File: src/rtl/max_scan_ctrl.sv
// rtl/max_scan_ctrl.sv - sequencer that loads the max-finder operand bank from memory and captures the result
module max_scan_ctrl #(
    parameter int N_ELEM     = 25,
    parameter int SETTLE_CYC = 2
) (
    input  logic        clk,
    input  logic        rst_n,
    input  logic        start,
    input  logic [31:0] base_addr,
    output logic        mem_req,
    output logic [31:0] mem_addr,
    input  logic        mem_gnt,
    input  logic [31:0] mem_rdata,
    output logic        op_we,
    output logic [4:0]  op_sel,
    output logic [31:0] op_data,
    input  logic [31:0] mayor_in,
    output logic [31:0] num_mayor,
    output logic        busy,
    output logic        done
);

    localparam int CW = (SETTLE_CYC > 1) ? $clog2(SETTLE_CYC) : 1;
    localparam logic [4:0]    LAST_IDX   = 5'(N_ELEM - 1);
    localparam logic [CW-1:0] LAST_SETTLE = CW'(SETTLE_CYC - 1);

    typedef enum logic [2:0] {
        S_IDLE,
        S_REQ,
        S_DATA,
        S_SETTLE,
        S_DONE
    } state_t;

    state_t      state_q, state_d;
    logic [31:0] base_q, base_d;
    logic [4:0]  idx_q, idx_d;
    logic [CW-1:0] cnt_q, cnt_d;
    logic [31:0] op_data_q, op_data_d;
    logic [31:0] num_mayor_q, num_mayor_d;

    always_ff @(posedge clk) begin
        if (!rst_n) begin
            state_q     <= S_IDLE;
            base_q      <= '0;
            idx_q       <= '0;
            cnt_q       <= '0;
            op_data_q   <= '0;
            num_mayor_q <= '0;
        end else begin
            state_q     <= state_d;
            base_q      <= base_d;
            idx_q       <= idx_d;
            cnt_q       <= cnt_d;
            op_data_q   <= op_data_d;
            num_mayor_q <= num_mayor_d;
        end
    end

    always_comb begin
        state_d     = state_q;
        base_d      = base_q;
        idx_d       = idx_q;
        cnt_d       = cnt_q;
        op_data_d   = op_data_q;
        num_mayor_d = num_mayor_q;
        mem_req     = 1'b0;
        op_we       = 1'b0;
        done        = 1'b0;

        case (state_q)
            S_IDLE: begin
                if (start) begin
                    base_d  = {base_addr[31:2], 2'b00};
                    idx_d   = '0;
                    state_d = S_REQ;
                end
            end
            S_REQ: begin
                // address is a pure function of latched base and index, so it stays put across stalls
                mem_req = 1'b1;
                if (mem_gnt) begin
                    state_d = S_DATA;
                end
            end
            S_DATA: begin
                op_we     = 1'b1;
                op_data_d = mem_rdata;
                if (idx_q == LAST_IDX) begin
                    cnt_d   = '0;
                    state_d = S_SETTLE;
                end else begin
                    idx_d   = idx_q + 5'd1;
                    state_d = S_REQ;
                end
            end
            S_SETTLE: begin
                if (cnt_q == LAST_SETTLE) begin
                    num_mayor_d = mayor_in;
                    state_d     = S_DONE;
                end else begin
                    cnt_d = cnt_q + CW'(1);
                end
            end
            S_DONE: begin
                done    = 1'b1;
                state_d = S_IDLE;
            end
            default: begin
                state_d = S_IDLE;
            end
        endcase
    end

    assign mem_addr  = base_q + {25'd0, idx_q, 2'b00};
    assign op_sel    = idx_q;
    assign op_data   = (state_q == S_DATA) ? mem_rdata : op_data_q;
    assign num_mayor = num_mayor_q;
    assign busy      = (state_q != S_IDLE);

endmodule

File: config.mk
export PLATFORM = sky130hd
export DESIGN_NAME = max_scan_ctrl
export DESIGN_NICKNAME = d
export VERILOG_FILES = /design/src/rtl/max_scan_ctrl.sv
export SDC_FILE = /design/constraint.sdc
export NUM_CORES = 1
export LEC_CHECK = 0
export BUFFER_PORTS_ARGS = -buffer_cell sky130_fd_sc_hd__buf_2
export CAP_MARGIN = 20
export CORE_AREA = 2 2 108 110
export DETAILED_ROUTE_END_ITERATION = 16
export DIE_AREA = 0 0 110 112
export PLACE_DENSITY = 0.74
export SLEW_MARGIN = 15
export SYNTH_ARGS = -nofsm -noshare
export SYNTH_HDL_FRONTEND = slang
export SYNTH_SLANG_ARGS = --single-unit
File: constraint.sdc
create_clock -name clk -period 2.05 [get_ports clk]
set_input_delay 0.205 -clock clk [delete_from_list [all_inputs] [get_ports clk]]
set_output_delay 0.205 -clock clk [all_outputs]
set_load 0.03 [all_outputs]
### Word-level counts from Yosys, hierarchy flattened

Cells that the tools add are included.

* register bits after elaboration: 103
* output and inout bits: 105

* mux-type cells: 15
* reduce and logical (&&, ||, !) cells: 9
* $add $sub $neg: 3
* equality and inequality tests: 10

Operator list (count)
* 32-bit by 7-bit adder with 32-bit output: 1
* 32-bit two-way mux: 1
* 3-bit one-hot mux with 4 select lines: 1
* 5-bit two-way mux: 2
* 2-bit inequality test (second input constant): 5
* 5-bit one-hot mux with 2 select lines: 1
* 3-bit two-way mux: 3
* 3-bit by 2-bit equality test with 1-bit output (second input constant): 2
* 2-bit AND reduction: 3
* 3-bit AND reduction: 2
* 5-bit by 1-bit adder with 5-bit output (second input constant): 1
* 5-bit equality test (second input constant): 1
* 1-bit two-way mux: 5
* 2-bit nonzero test: 2
* 3-bit by 1-bit equality test with 1-bit output (second input constant): 1
* 3-bit equality test (second input constant): 1
* 3-bit logical NOT: 1
* 3-bit nonzero test: 1
* 2-bit two-way mux: 1
* 1-bit one-hot mux with 2 select lines: 1
* 1-bit adder (second input constant): 1

### Longest topological paths before layout

Gate-level depths: netlist of the first run.

* depth after elaboration: 3
* gate-level depth with buffers: 9
* depth with buffers taken out: 8

### Least setup slack after synthesis of the first run

Ideal clock, no wire load.

* path type: reg-to-output
* start: register idx_q[0] (netlist: op_sel[0])
* end: output mem_addr[18]
* path slack: -689 ps
* arrival: 2534 ps
* path buffers: 0
* cell stages (with the launch flop): 9
* cells stage by stage: dfxtp_1 > ha_1 > inv_1 > fa_1 > nor2b_1 > o211ai_1 > a21oi_1 > nor3b_1 > xor2_1

* word-level cells in the longest chain between the ends: 1

Ends and longest elaborated chain
* start, declared: line 37 `logic [4:0] idx_q, idx_d;`
* start signal, assigned: line 53 `idx_q <= idx_d;`
* 32-bit by 7-bit adder with 32-bit output: line 115 `assign mem_addr = base_q + {25'd0, idx_q, 2'b00};`
* end, declared: line 11 `output logic [31:0] mem_addr,`

Every way passes these cells.

### Final worst setup path of the first run

* start: register base_q[2]
* end: output mem_addr[16]

* word-level cells in the longest chain between the ends: 1

Ends and longest elaborated chain
* start, declared: line 36 `logic [31:0] base_q, base_d;`
* start signal, assigned: line 52 `base_q <= base_d;`
* 32-bit by 7-bit adder with 32-bit output: line 115

Every way passes these cells.

==> impl_results.html, run 1 <==
<table>
<tr><th>Metric</th><th>Value</th></tr>
<tr><th colspan="2">Run status</th></tr>
<tr><td>Run status</td><td>finished with violations</td></tr>
<tr><td>Failing checks</td><td>setup timing</td></tr>
<tr><th colspan="2">Worst setup path</th></tr>
<tr><td>Data arrival time of the worst path</td><td>2410 ps</td></tr>
<tr><td>Startpoint type of the worst setup path</td><td>flip-flop</td></tr>
<tr><td>Type of element capturing the critical path</td><td>primary output</td></tr>
<tr><td>Worst EP required</td><td>1850 ps</td></tr>
<tr><td>Largest fanout on the critical path</td><td>5</td></tr>
<tr><td>Worst reg2reg endpoint</td><td>base_q[19]</td></tr>
<tr><td>Number of cells on the worst reg-to-reg path</td><td>6</td></tr>
<tr><td>R2R Path Start</td><td>state_q[1]</td></tr>
<tr><td>Slack of the worst reg-to-reg path</td><td>490 ps</td></tr>
<tr><td>Worst Setup Path Type</td><td>reg2out</td></tr>
<tr><th colspan="2">Floorplanning</th></tr>
<tr><td>Area of the die</td><td>0.0123 sq mm</td></tr>
<tr><td>Die width</td><td>approximately 110 um</td></tr>
<tr><td>Count of standard-cell rows</td><td>39</td></tr>
<tr><td>Top-level port count</td><td>205</td></tr>
<tr><td>Die H</td><td>112 um</td></tr>
<tr><td>Area of the placeable core</td><td>~0.011 sq mm</td></tr>
<tr><td>Initial cell density of the core</td><td>a little over two fifths</td></tr>
<tr><th colspan="2">Hold path</th></tr>
<tr><td>Hold-critical path endpoint</td><td>num_mayor[25]</td></tr>
<tr><td>Hold Crit Depth</td><td>3</td></tr>
<tr><td>Hold Crit Start</td><td>mayor_in[25]</td></tr>
<tr><td>Worst min path class</td><td>in2reg</td></tr>
<tr><th colspan="2">Power</th></tr>
<tr><td>Sequential share of power</td><td>a little over two fifths</td></tr>
<tr><td>Pwr per Cell Area</td><td>681 mW/mm^2</td></tr>
<tr><td>Total power</td><td>between 4000 and 5000 uW</td></tr>
<tr><td>Internal power</td><td>3450 uW</td></tr>
<tr><td>Switching power share of the total</td><td>~29%</td></tr>
<tr><td>Share of total power in combinational logic</td><td>22.2%</td></tr>
<tr><td>Leakage power of the design</td><td>0.00353 uW</td></tr>
<tr><td>P_sw</td><td>1440 uW</td></tr>
<tr><td>VDD IR-drop max</td><td>0.458 mV</td></tr>
<tr><td>Clock network fraction of design power</td><td>33.9%</td></tr>
<tr><th colspan="2">Layout</th></tr>
<tr><td>Total inserted antenna cells</td><td>0</td></tr>
<tr><td>Footprint of the multi-input gates</td><td>0.00293 sq mm</td></tr>
<tr><td>Leading cell types in the layout, fill and taps excluded</td><td>233 x nand2_1, 172 x buf_2, 97 x dfxtp_1, 63 x a21boi_1, 48 x buf_4</td></tr>
<tr><td>Fillcell total</td><td>937</td></tr>
<tr><td>Final net count</td><td>942</td></tr>
<tr><td>Syn-to-layout area delta</td><td>52.9%</td></tr>
<tr><td>Fraction of final layout cells with drive strength greater than 1</td><td>between 30% and 40%</td></tr>
<tr><td>Most common library cell in the layout ignoring fill and taps</td><td>nand2_1</td></tr>
<tr><td>Flip-flop and latch area</td><td>0.00207 sq mm</td></tr>
<tr><th colspan="2">Clocking</th></tr>
<tr><td>CTS tree</td><td>built</td></tr>
<tr><td>Clk sink count</td><td>103</td></tr>
<tr><td>Clk slew on worst S/H paths</td><td>70 ps</td></tr>
<tr><td>Max H-tree Level</td><td>3</td></tr>
<tr><td>Skew-Pair Late Insertion Delay</td><td>340 ps</td></tr>
<tr><td>Root buffer selected by CTS</td><td>clkbuf_16</td></tr>
<tr><td>Total CTS buffers</td><td>9</td></tr>
<tr><td>Max Buffers Root-to-Sink</td><td>2</td></tr>
<tr><th colspan="2">STA</th></tr>
<tr><td>Setup slack of the critical path after layout</td><td>-569 ps</td></tr>
<tr><td>Setup repair after global routing missed its margin</td><td>yes</td></tr>
<tr><td>Final Hold Violating Endpoints</td><td>0</td></tr>
<tr><td>Number of max-slew violations in the final report</td><td>0</td></tr>
<tr><td>Peak Freq</td><td>0.382 GHz</td></tr>
<tr><td>Total Neg Setup Slack</td><td>-9130 ps</td></tr>
<tr><td>Transition time of the tightest slew-check pin</td><td>593 ps</td></tr>
<tr><td>Final clock skew</td><td>6.41 ps</td></tr>
<tr><td>Setup violators final</td><td>26</td></tr>
<tr><td>Rel. slew slack</td><td>60.4%</td></tr>
<tr><td>Share of the cycle needed by the critical path after routing</td><td>128%</td></tr>
<tr><td>Post-route minimum period</td><td>2620 ps</td></tr>
<tr><th colspan="2">Route</th></tr>
<tr><td>Iteration-0 DRC count of the detailed router</td><td>between 150 and 200</td></tr>
<tr><td>Met1 routed wirelength after detailed routing</td><td>5.29 mm</td></tr>
<tr><td>Sum of met3 wire segment lengths after detailed routing</td><td>683 um</td></tr>
<tr><td>DR WL met2</td><td>roughly 7 mm</td></tr>
<tr><td>Via/cell ratio</td><td>4.88</td></tr>
<tr><td>Routed wire length</td><td>13.1 mm</td></tr>
<tr><td>Wire per inst</td><td>13.4 um</td></tr>
<tr><td>Overall via count from detail_route</td><td>roughly 4,800</td></tr>
<tr><td>DRT Pass-1 Iters</td><td>5</td></tr>
<tr><td>Antenna-violating nets left</td><td>0</td></tr>
<tr><td>Top sig layer</td><td>met4</td></tr>
<tr><td>Residual DRC count</td><td>0</td></tr>
<tr><th colspan="2">Synth</th></tr>
<tr><td>Synth Instances</td><td>604</td></tr>
<tr><td>Sequential share of the synthesized area</td><td>43.9%</td></tr>
<tr><td>Per-instance average area after synthesis</td><td>7.78 sq um</td></tr>
<tr><td>Total of warnings raised by yosys</td><td>0</td></tr>
<tr><td>Post-synth EDFFs</td><td>0</td></tr>
<tr><td>Number of distinct library cell variants in the gate-level netlist after synthesis</td><td>40</td></tr>
<tr><td>Seq cells post-synth</td><td>103</td></tr>
<tr><td>Post-synth ARST share</td><td>0%</td></tr>
<tr><td>Mapped Area</td><td>0.00470 sq mm</td></tr>
<tr><td>Most used flip-flop cell after synthesis</td><td>dfxtp_1</td></tr>
<tr><th colspan="2">Global route</th></tr>
<tr><td>Via count of the first global-routing pass</td><td>4,661</td></tr>
<tr><td>Total global routing track utilization</td><td>about a fifth</td></tr>
<tr><td>Global-route wire length before repair</td><td>21.0 mm</td></tr>
<tr><td>Antenna violations before repair</td><td>0</td></tr>
<tr><td>Largest net degree at the start of global routing</td><td>40</td></tr>
<tr><td>Residual overflow from global routing</td><td>0</td></tr>
<tr><th colspan="2">Placement</th></tr>
<tr><td>Placer congestion estimate</td><td>0.885</td></tr>
<tr><td>Number of port buffers</td><td>200</td></tr>
<tr><td>Final HPWL DP</td><td>9.45 mm</td></tr>
<tr><th colspan="2">Job</th></tr>
<tr><td>Max-cap violations</td><td>0</td></tr>
</table>
[through the flow]
stage / setup WS (ps) / area, sq um / hold WS (ps) / utilization [%] / cells
CTS: -541 / 7020 / 87.5 / 62.8 / 975
finish: -569 / 7190 / 99.5 / 64.3 / 982
floorplan: -158 / 5010 / 340 / - / 605
detailed placement: -302 / 6360 / 443 / 56.9 / 952
global route: -662 / 7190 / 92.9 / 64.3 / 982
global placement: -232 / 6360 / 439 / 56.9 / 952
[power by group through the flow]
stage | logic [uW] | registers [uW] | clock network [uW]
after CTS | 1050 | 2150 | 1710
after floorplan | 639 | 2210 | 0
after global routing | 1170 | 2160 | 1800
after global placement | 977 | 2190 | 0
final | 1090 | 2150 | 1660
after detailed placement | 994 | 2190 | 0
[routing by layer]
layer | vias up | GRT usage [%]
met5 | - | 0
met4 | 0 | 8.10
met3 | 22 | 3.10
met2 | 142 | 38.0
met1 | 2234 | 24.9
li1 | 2393 | -
[cell families (layout without fill, tap and decap cells)]
family | Yosys count | after routing | synth area share [%]
AND/OR/NAND/NOR | 337 | 337 | 31.6
flip-flops | 103 | 103 | 43.9
AO/OA/AOI/OAI | 81 | 81 | 12.5
buffers and inverters | 46 | 280 | 4.42
XOR/XNOR | 28 | 28 | 5.22
adder cells (fa/ha/maj) | 8 | 8 | 2.29
other | 1 | 2 | 0.0798
[synthesized netlist by cell type (all sizes together) (8+ instances only)]
library cell	number	share of area, %
a21boi	64	10
and2	33	4.4
and3	9	1.2
buf	16	2.0
clkbuf	22	1.8
dfxtp	103	44
inv	8	0.64
nand2	238	19
nand3	14	1.5
nand4	12	1.6
nor2	9	0.72
xnor2	26	4.8
[critical path, stage by stage, from the launching register on]
cell and delay (ps):
dfxtp_2 350, ha_4 140, inv_2 30, fa_2 340, nor2b_2 150, o211ai_1 140, a21oi_2 280, nand4_1 280
xnor2_4 210, buf_6 150
[cell type report]
class	count	area share [%]
clock buffer	12	3.71
tap	143	2.49
inverter	8	0.783
multi-input combinational	456	40.8
timing repair inverter	1	0.122
clock inverter	4	0.383
sequential	103	28.9
timing repair buffer	255	22.8
[how the worst max path moves through the flow]
| stage | from | to | slack (ps) | depth (start not counted) |
|---|---|---|---|---|
| 6_report | base_q[2] | mem_addr[16] | -570 | 9 |
| 5_1_grt | base_q[2] | mem_addr[16] | -660 | 9 |
| 4_1_cts | op_sel[0] | mem_addr[16] | -540 | 9 |
| 3_5_place_dp | base_q[2] | mem_addr[14] | -300 | 9 |
| 3_3_place_gp | base_q[2] | mem_addr[16] | -230 | 9 |
| 2_1_floorplan | op_sel[0] | mem_addr[18] | -160 | 8 |
[flip-flops by register name, summed over array words and instances (netlist names)]
| register | cells |
|---|---|
| op_data_q | 32 |
| op_sel | 5 |
| num_mayor | 32 |
| base_q | 30 |
| cnt_q | 1 |
| state_q | 3 |
[what timing repair did]
item	CTS	global route
pin swaps	24	17
setup endpoints to repair	59	59
gates resized for setup	83	26
hold buffers	0	0
buffers inserted	7	6
gates cloned	0	1
Note: power is estimated with default switching activity, not from simulation.
==> run 2, diff against run 1 <==
--- a/config.mk
+++ b/config.mk
@@ -15,3 +15,4 @@
 export SYNTH_ARGS = -nofsm -noshare
 export SYNTH_HDL_FRONTEND = slang
 export SYNTH_SLANG_ARGS = --single-unit
+export TNS_END_PERCENT = 10
==> impl_results.html, run 2 (synthesis results as in run 1) <==
<table>
<tr><th>Metric</th><th>Value</th></tr>
<tr><th colspan="2">Run status</th></tr>
<tr><td>Run status</td><td>finished with violations (unchanged)</td></tr>
<tr><td>Failing checks</td><td>setup timing (unchanged)</td></tr>
<tr><th colspan="2">Placement</th></tr>
<tr><td>Placer congestion estimate</td><td>0.841 (was 0.885)</td></tr>
<tr><td>Dpl cell area</td><td>0.00612 sq mm (was 0.00636 sq mm)</td></tr>
<tr><td>Final HPWL DP</td><td>9.07 mm (was 9.45 mm)</td></tr>
<tr><td>Number of port buffers</td><td>200 (unchanged)</td></tr>
<tr><th colspan="2">Worst setup path</th></tr>
<tr><td>CP max stage delay</td><td>360 ps (was 350 ps)</td></tr>
<tr><td>Slack of the worst reg-to-reg path</td><td>460 ps (was 490 ps)</td></tr>
<tr><td>Type of element capturing the critical path</td><td>primary output (unchanged)</td></tr>
<tr><td>Ordered cell list for the critical path</td><td>ha_4 -&gt; inv_2 -&gt; fa_2 -&gt; nor2b_2 -&gt; o211ai_1 -&gt; a21oi_2 -&gt; nand4_1 -&gt; xnor2_4 -&gt; buf_6 (unchanged)</td></tr>
<tr><td>Data arrival time of the worst path</td><td>2350 ps (was 2410 ps)</td></tr>
<tr><td>Critical path's top delay family</td><td>adder cells (unchanged)</td></tr>
<tr><td>Worst Setup Path Type</td><td>reg2out (unchanged)</td></tr>
<tr><td>Total buffers and inverters traversed by the critical path</td><td>2 (unchanged)</td></tr>
<tr><td>Worst EP required</td><td>1850 ps (about the same)</td></tr>
<tr><td>Library cell contributing the largest single delay on the critical path</td><td>dfxtp_2 (unchanged)</td></tr>
<tr><td>Startpoint type of the worst setup path</td><td>flip-flop (unchanged)</td></tr>
<tr><td>Largest fanout on the critical path</td><td>5 (unchanged)</td></tr>
<tr><th colspan="2">Clocking</th></tr>
<tr><td>Max Buffers Root-to-Sink</td><td>2 (unchanged)</td></tr>
<tr><td>CTS tree</td><td>built (unchanged)</td></tr>
<tr><td>Root buffer selected by CTS</td><td>clkbuf_16 (unchanged)</td></tr>
<tr><td>Skew-Pair Late Insertion Delay</td><td>340 ps (about the same)</td></tr>
<tr><td>Clk slew on worst S/H paths</td><td>70 ps (about the same)</td></tr>
<tr><td>Max H-tree Level</td><td>3 (unchanged)</td></tr>
<tr><td>Total CTS buffers</td><td>9 (unchanged)</td></tr>
<tr><td>Clk sink count</td><td>103 (unchanged)</td></tr>
<tr><th colspan="2">Power</th></tr>
<tr><td>Internal power</td><td>3470 uW (was 3450 uW)</td></tr>
<tr><td>Total power</td><td>4860 uW (was 4890 uW)</td></tr>
<tr><td>Pwr per Cell Area</td><td>740 mW/mm^2 (was 681 mW/mm^2)</td></tr>
<tr><td>Leakage power of the design</td><td>0.00324 uW (was 0.00353 uW)</td></tr>
<tr><td>VDD IR-drop max</td><td>0.379 mV (was 0.458 mV)</td></tr>
<tr><td>Switching power share of the total</td><td>28.6% (was 29.4%)</td></tr>
<tr><td>Sequential share of power</td><td>44.4% (was 43.9%)</td></tr>
<tr><td>Clock network fraction of design power</td><td>35.7% (was 33.9%)</td></tr>
<tr><td>P_sw</td><td>1390 uW (was 1440 uW)</td></tr>
<tr><td>Share of total power in combinational logic</td><td>20.0% (was 22.2%)</td></tr>
<tr><th colspan="2">Layout</th></tr>
<tr><td>Final net count</td><td>919 (was 942)</td></tr>
<tr><td>Fillcell total</td><td>1,049 (was 937)</td></tr>
<tr><td>Post-route core utilization</td><td>58.8% (was 64.3%)</td></tr>
<tr><td>Syn-to-layout area delta</td><td>39.6% (was 52.9%)</td></tr>
<tr><td>Post-route design area</td><td>0.00657 sq mm (was 0.00719 sq mm)</td></tr>
<tr><td>Leading cell types in the layout, fill and taps excluded</td><td>237 x nand2_1, 187 x buf_2, 98 x dfxtp_1, 63 x a21boi_1, 34 x buf_4 (was 233 x nand2_1, 172 x buf_2, 97 x dfxtp_1, 63 x a21boi_1, 48 x buf_4)</td></tr>
<tr><td>Fraction of final layout cells with drive strength greater than 1</td><td>34.8% (was 39.8%)</td></tr>
<tr><td>Most common library cell in the layout ignoring fill and taps</td><td>nand2_1 (unchanged)</td></tr>
<tr><th colspan="2">Route</th></tr>
<tr><td>Overall via count from detail_route</td><td>4,669 (was 4,791)</td></tr>
<tr><td>Wire per inst</td><td>12.8 um (was 13.4 um)</td></tr>
<tr><td>Iteration-0 DRC count of the detailed router</td><td>236 (was 199)</td></tr>
<tr><td>Via/cell ratio</td><td>4.86 (was 4.88)</td></tr>
<tr><td>Routed wire length</td><td>12.3 mm (was 13.1 mm)</td></tr>
<tr><td>DRT Pass-1 Iters</td><td>6 (was 5)</td></tr>
<tr><td>Antenna-violating nets left</td><td>0 (unchanged)</td></tr>
<tr><td>Residual DRC count</td><td>0 (unchanged)</td></tr>
<tr><th colspan="2">Global route</th></tr>
<tr><td>Residual overflow from global routing</td><td>0 (unchanged)</td></tr>
<tr><td>Via count of the first global-routing pass</td><td>4,386 (was 4,661)</td></tr>
<tr><td>Total global routing track utilization</td><td>19.8% (was 21.2%)</td></tr>
<tr><td>Global-route wire length before repair</td><td>19.5 mm (was 21.0 mm)</td></tr>
<tr><td>Antenna violations before repair</td><td>1 (was 0)</td></tr>
<tr><td>Largest net degree at the start of global routing</td><td>37 (was 40)</td></tr>
<tr><th colspan="2">Floorplanning</th></tr>
<tr><td>Area of the die</td><td>0.0123 sq mm (unchanged)</td></tr>
<tr><td>Initial cell density of the core</td><td>42.1% (unchanged)</td></tr>
<tr><td>Top-level port count</td><td>205 (unchanged)</td></tr>
<tr><td>Count of standard-cell rows</td><td>39 (unchanged)</td></tr>
<tr><td>Die width</td><td>110 um (unchanged)</td></tr>
<tr><td>Die H</td><td>112 um (unchanged)</td></tr>
<tr><td>Area of the placeable core</td><td>0.0112 sq mm (unchanged)</td></tr>
<tr><th colspan="2">STA</th></tr>
<tr><td>Final clock skew</td><td>4.82 ps (was 6.41 ps)</td></tr>
<tr><td>Peak Freq</td><td>0.391 GHz (was 0.382 GHz)</td></tr>
<tr><td>Share of the cycle needed by the critical path after routing</td><td>125% (was 128%)</td></tr>
<tr><td>Final Hold Violating Endpoints</td><td>0 (unchanged)</td></tr>
<tr><td>Rel. slew slack</td><td>58.2% (was 60.4%)</td></tr>
<tr><td>Setup repair after global routing missed its margin</td><td>yes (unchanged)</td></tr>
<tr><td>Total Neg Setup Slack</td><td>-9830 ps (was -9130 ps)</td></tr>
<tr><td>Setup slack of the critical path after layout</td><td>-504 ps (was -569 ps)</td></tr>
<tr><td>Hold Slack</td><td>96.8 ps (was 99.5 ps)</td></tr>
<tr><td>Post-route minimum period</td><td>2550 ps (was 2620 ps)</td></tr>
<tr><td>Number of max-slew violations in the final report</td><td>0 (unchanged)</td></tr>
<tr><td>Setup violators final</td><td>26 (unchanged)</td></tr>
<tr><td>Transition time of the tightest slew-check pin</td><td>623 ps (was 593 ps)</td></tr>
<tr><th colspan="2">Hold path</th></tr>
<tr><td>Worst min path class</td><td>in2reg (unchanged)</td></tr>
<tr><th colspan="2">Job</th></tr>
<tr><td>Max-cap violations</td><td>0 (unchanged)</td></tr>
</table>
[run 2: cell types whose count changed in the layout (fill, tap and decap cells not counted), sizes merged]
| cell | change |
|---|---|
| diode | +1 |
| clkbuf | -1 |
| clkinv | +1 |
| inv | -1 |
| buf | -22 |
[run 2: area by class of cell]
| type | count | area (sq um) | share of cell area [%] |
|---|---|---|---|
| inverter | 8 | 30.0 | 0.457 |
| timing repair buffer | 233 | 1340 | 20.5 |
| sequential | 103 | 2070 | 31.6 |
| clock buffer | 11 | 253 | 3.85 |
| antenna | 1 | 2.50 | 0.0381 |
| tap | 143 | 179 | 2.72 |
| multi-input combinational | 456 | 2630 | 40.0 |
| clock inverter | 5 | 56.3 | 0.857 |
[run 2: tightest hold or removal path, delay by kind of cell]
| family | cells | cell delay [ps] |
|---|---|---|
| AOI/OAI and AO/OA | 1 | 50 |
| buffers and inverters | 1 | 90 |
| and+or+nand+nor | 1 | 40 |
[run 2: worst paths after layout]
| kind | to | cells after the start | from |
|---|---|---|---|
| hold reg to reg | num_mayor[15] | 2 | num_mayor[15] |
| hold / removal | num_mayor[11] | 3 | mayor_in[11] |
| setup reg to reg | op_sel[2] | 5 | state_q[1] |
| setup / recovery | mem_addr[14] | 9 | base_q[2] |
[run 2: power by group through the flow]
stage,registers [uW],logic [uW],clock network (uW)
2_1_floorplan,2200,621,0
5_1_grt,2160,1060,1860
4_1_cts,2150,964,1790
3_5_place_dp,2200,949,0
6_report,2150,969,1730
3_3_place_gp,2190,931,0
[run 2: routing by layer]
layer | track usage (%) | part of all wire, %
met1 | 24.1 | 43
met2 | 32.8 | 48
met3 | 5.15 | 7.3
met4 | 8.10 | 2.2
met5 | 0 | 0
[run 2: through the flow]
stage,std cells,setup WS [ps]
CTS,957,-513
finish,960,-504
floorplan,605,-159
detailed placement,939,-319
global route,960,-676
global placement,939,-223
[run 2: what timing repair did]
action                                 in CTS  in global routing
setup endpoints to repair                  55                 59
buffers inserted                            2                  2
resized for setup                          13                 26
endpoints found under the hold margin       0                  0
hold buffers                                0                  0
pin swaps                                   7                  7
==> run 3, diff against run 2 <==
--- a/config.mk
+++ b/config.mk
@@ -5,12 +5,13 @@
 export SDC_FILE = /design/constraint.sdc
 export NUM_CORES = 1
 export LEC_CHECK = 0
+export ABC_CLOCK_PERIOD_IN_PS = 2500
 export BUFFER_PORTS_ARGS = -buffer_cell sky130_fd_sc_hd__buf_2
 export CAP_MARGIN = 20
-export CORE_AREA = 2 2 108 110
+export CORE_AREA = 2 2 107 109
 export DETAILED_ROUTE_END_ITERATION = 16
-export DIE_AREA = 0 0 110 112
-export PLACE_DENSITY = 0.74
+export DIE_AREA = 0 0 109 111
+export PLACE_DENSITY = 0.73
 export SLEW_MARGIN = 15
 export SYNTH_ARGS = -nofsm -noshare
 export SYNTH_HDL_FRONTEND = slang
==> constraint.sdc (replaced) <==
create_clock -name clk -period 2.5 [get_ports clk]
set_input_delay 0.25 -clock clk [delete_from_list [all_inputs] [get_ports clk]]
set_output_delay 0.25 -clock clk [all_outputs]
set_load 0.03 [all_outputs]
==> impl_results.html, run 3 (synthesis results as in run 1) <==
<table>
<tr><th>Metric</th><th>Value</th></tr>
<tr><th colspan="2">Run status</th></tr>
<tr><td>Run status</td><td>finished with violations (unchanged)</td></tr>
<tr><td>Failing checks</td><td>setup timing (unchanged)</td></tr>
<tr><th colspan="2">Clocking</th></tr>
<tr><td>Skew-Pair Late Insertion Delay</td><td>340 ps (about the same)</td></tr>
<tr><td>Clk slew on worst S/H paths</td><td>70 ps (about the same)</td></tr>
<tr><td>Number of hold buffers added after CTS</td><td>0 (unchanged)</td></tr>
<tr><td>Clk sink count</td><td>103 (unchanged)</td></tr>
<tr><td>Max H-tree Level</td><td>3 (unchanged)</td></tr>
<tr><td>CTS tree</td><td>built (unchanged)</td></tr>
<tr><td>Max Buffers Root-to-Sink</td><td>2 (unchanged)</td></tr>
<tr><td>Total CTS buffers</td><td>9 (unchanged)</td></tr>
<tr><td>Root buffer selected by CTS</td><td>clkbuf_16 (unchanged)</td></tr>
<tr><th colspan="2">Worst setup path</th></tr>
<tr><td>Instance count on the critical path</td><td>10 (was 9)</td></tr>
<tr><td>Ordered cell list for the critical path</td><td>ha_4 -&gt; inv_2 -&gt; fa_2 -&gt; nor2b_2 -&gt; o211ai_1 -&gt; a21oi_2 -&gt; buf_4 -&gt; nand4_1 -&gt; xnor2_1 -&gt; buf_4 (was ha_4 -&gt; inv_2 -&gt; fa_2 -&gt; nor2b_2 -&gt; o211ai_1 -&gt; a21oi_2 -&gt; nand4_1 -&gt; xnor2_4 -&gt; buf_6)</td></tr>
<tr><td>Worst EP required</td><td>2250 ps (was 1850 ps)</td></tr>
<tr><td>Number of cells on the worst reg-to-reg path</td><td>7 (was 5)</td></tr>
<tr><td>R2R Path Start</td><td>state_q[1] (unchanged)</td></tr>
<tr><td>CP max stage delay</td><td>360 ps (about the same)</td></tr>
<tr><td>Crit-path most repeated cell</td><td>buf_4</td></tr>
<tr><td>Worst reg2reg endpoint</td><td>op_sel[2] (unchanged)</td></tr>
<tr><td>Total buffers and inverters traversed by the critical path</td><td>3 (was 2)</td></tr>
<tr><td>Startpoint type of the worst setup path</td><td>flip-flop (unchanged)</td></tr>
<tr><td>Worst Setup Path Type</td><td>reg2out (unchanged)</td></tr>
<tr><td>Library cell contributing the largest single delay on the critical path</td><td>dfxtp_2 (unchanged)</td></tr>
<tr><td>Type of element capturing the critical path</td><td>primary output (unchanged)</td></tr>
<tr><td>Slack of the worst reg-to-reg path</td><td>740 ps (was 460 ps)</td></tr>
<tr><td>Critical path's top delay family</td><td>adder cells (unchanged)</td></tr>
<tr><td>Data arrival time of the worst path</td><td>2340 ps (was 2350 ps)</td></tr>
<tr><td>Largest fanout on the critical path</td><td>3 (was 5)</td></tr>
<tr><th colspan="2">Floorplanning</th></tr>
<tr><td>Top-level port count</td><td>205 (unchanged)</td></tr>
<tr><td>Initial cell density of the core</td><td>42.4% (was 42.1%)</td></tr>
<tr><td>Die H</td><td>111 um (was 112 um)</td></tr>
<tr><td>Die width</td><td>109 um (was 110 um)</td></tr>
<tr><td>Area of the placeable core</td><td>0.0111 sq mm (was 0.0112 sq mm)</td></tr>
<tr><td>Count of standard-cell rows</td><td>39 (unchanged)</td></tr>
<tr><td>Area of the die</td><td>0.0121 sq mm (was 0.0123 sq mm)</td></tr>
<tr><th colspan="2">Layout</th></tr>
<tr><td>Final net count</td><td>903 (was 919)</td></tr>
<tr><td>Most common library cell in the layout ignoring fill and taps</td><td>nand2_1 (unchanged)</td></tr>
<tr><td>Fraction of final layout cells with drive strength greater than 1</td><td>31.5% (was 34.8%)</td></tr>
<tr><td>Leading cell types in the layout, fill and taps excluded</td><td>237 x nand2_1, 190 x buf_2, 98 x dfxtp_1, 63 x a21boi_1, 33 x and2_1 (was 237 x nand2_1, 187 x buf_2, 98 x dfxtp_1, 63 x a21boi_1, 34 x buf_4)</td></tr>
<tr><td>Post-route core utilization</td><td>56.9% (was 58.8%)</td></tr>
<tr><td>Syn-to-layout area delta</td><td>34.0% (was 39.6%)</td></tr>
<tr><td>Fillcell total</td><td>1,027 (was 1,049)</td></tr>
<tr><th colspan="2">Placement</th></tr>
<tr><td>Final HPWL DP</td><td>8.94 mm (was 9.07 mm)</td></tr>
<tr><td>Placer congestion estimate</td><td>0.844 (was 0.841)</td></tr>
<tr><td>Number of port buffers</td><td>200 (unchanged)</td></tr>
<tr><th colspan="2">Route</th></tr>
<tr><td>Residual DRC count</td><td>0 (unchanged)</td></tr>
<tr><td>Routed wire length</td><td>12.4 mm (was 12.3 mm)</td></tr>
<tr><td>DRT Pass-1 Iters</td><td>4 (was 6)</td></tr>
<tr><td>Via/cell ratio</td><td>4.92 (was 4.86)</td></tr>
<tr><td>Wire per inst</td><td>13.2 um (was 12.8 um)</td></tr>
<tr><td>Overall via count from detail_route</td><td>4,643 (was 4,669)</td></tr>
<tr><td>Iteration-0 DRC count of the detailed router</td><td>193 (was 236)</td></tr>
<tr><td>Antenna-violating nets left</td><td>0 (unchanged)</td></tr>
<tr><th colspan="2">STA</th></tr>
<tr><td>Share of the cycle needed by the critical path after routing</td><td>104%</td></tr>
<tr><td>Hold Slack</td><td>138 ps (was 96.8 ps)</td></tr>
<tr><td>Rel. slew slack</td><td>53.4% (was 58.2%)</td></tr>
<tr><td>Setup repair after global routing missed its margin</td><td>yes (unchanged)</td></tr>
<tr><td>Final Hold Violating Endpoints</td><td>0 (unchanged)</td></tr>
<tr><td>Peak Freq</td><td>0.386 GHz</td></tr>
<tr><td>Final clock skew</td><td>9.14 ps (was 4.82 ps)</td></tr>
<tr><td>Transition time of the tightest slew-check pin</td><td>699 ps (was 623 ps)</td></tr>
<tr><td>Number of max-slew violations in the final report</td><td>0 (unchanged)</td></tr>
<tr><td>Post-route minimum period</td><td>2590 ps</td></tr>
<tr><td>Setup slack of the critical path after layout</td><td>-91.1 ps (was -504 ps)</td></tr>
<tr><td>Total Neg Setup Slack</td><td>-450 ps (was -9830 ps)</td></tr>
<tr><td>Setup violators final</td><td>8 (was 26)</td></tr>
<tr><th colspan="2">Hold path</th></tr>
<tr><td>Hold Crit Depth</td><td>3 (unchanged)</td></tr>
<tr><td>Hold-critical path endpoint</td><td>base_q[18] (was num_mayor[11])</td></tr>
<tr><td>Worst min path class</td><td>in2reg (unchanged)</td></tr>
<tr><td>Hold Crit Start</td><td>base_addr[18] (was mayor_in[11])</td></tr>
<tr><th colspan="2">Power</th></tr>
<tr><td>Total power</td><td>4120 uW (was 4860 uW)</td></tr>
<tr><td>Leakage power of the design</td><td>0.00304 uW (was 0.00324 uW)</td></tr>
<tr><td>Pwr per Cell Area</td><td>654 mW/mm^2 (was 740 mW/mm^2)</td></tr>
<tr><td>VDD IR-drop max</td><td>0.361 mV (was 0.379 mV)</td></tr>
<tr><th colspan="2">Global route</th></tr>
<tr><td>Via count of the first global-routing pass</td><td>4,489 (was 4,386)</td></tr>
<tr><td>Largest net degree at the start of global routing</td><td>48 (was 37)</td></tr>
<tr><td>Residual overflow from global routing</td><td>0 (unchanged)</td></tr>
<tr><td>Global-route wire length before repair</td><td>20.1 mm (was 19.5 mm)</td></tr>
<tr><td>Total global routing track utilization</td><td>20.5% (was 19.8%)</td></tr>
<tr><td>Antenna violations before repair</td><td>1 (unchanged)</td></tr>
<tr><th colspan="2">Job</th></tr>
<tr><td>Max-cap violations</td><td>0 (unchanged)</td></tr>
</table>
[run 3: cell types whose count changed in the layout (fill, tap and decap cells not counted), moves of 2 or more]
| cell | change |
|---|---|
| buf_6 | -9 |
| buf_4 | -10 |
| xnor2_1 | +13 |
| xnor2_2 | -12 |
| bufinv_16 | +2 |
| buf_2 | +3 |
| nand3_1 | +2 |
[run 3: worst max-delay path by stage]
| stage | from | endpoint | slack, ps |
|---|---|---|---|
| 2_1_floorplan | op_sel[0] | mem_addr[14] | -40 |
| 3_3_place_gp | base_q[2] | mem_addr[14] | 160 |
| 3_5_place_dp | base_q[2] | mem_addr[14] | 150 |
| 4_1_cts | base_q[2] | mem_addr[14] | -80 |
| 5_1_grt | op_sel[0] | mem_addr[14] | -250 |
| 6_report | op_sel[0] | mem_addr[16] | -90 |
[run 3: repair_timing]
item / 4_1_cts / 5_1_grt
gates resized for setup: 18 / 14
endpoints found under the setup margin: 21 / 27
setup buffers: 2 / 3
pin swaps: 8 / 7
[run 3: metrics by stage]
stage	worst slack (ps)	cell area, sq um	cells
global route	-252	6300	943
detailed placement	148	5830	922
floorplan	-42.7	4720	605
finish	-91.1	6300	943
global placement	161	5830	922
CTS	-82.0	6240	939
[run 3: metal layers]
layer	GRT usage, %	up-vias	part of all wire (%)
li1	-	2309	-
met1	24.8	2167	41
met2	34.1	135	50
met3	3.94	32	5.6
met4	10.6	0	3.1
met5	0	-	0
[run 3: layout make-up]
class | instances | area, sq um | area share [%]
multi-input cells | 456 | 2500 | 39.7
flip-flops and latches | 103 | 2070 | 32.9
repair buffers | 217 | 1170 | 18.6
clock buffers | 12 | 256 | 4.07
well taps | 143 | 179 | 2.84
clock inverters | 3 | 90.1 | 1.43
inverters | 8 | 31.3 | 0.497
diodes | 1 | 2.50 | 0.0397
[run 3: tightest hold or removal path, stage by stage]
cell and delay (ps):
buf_2 90, nand2_1 40, a21boi_1 50
[run 3: where the power goes]
group	internal, uW	switching, uW
logic	262	481
registers	1710	56.2
clock network	1030	579
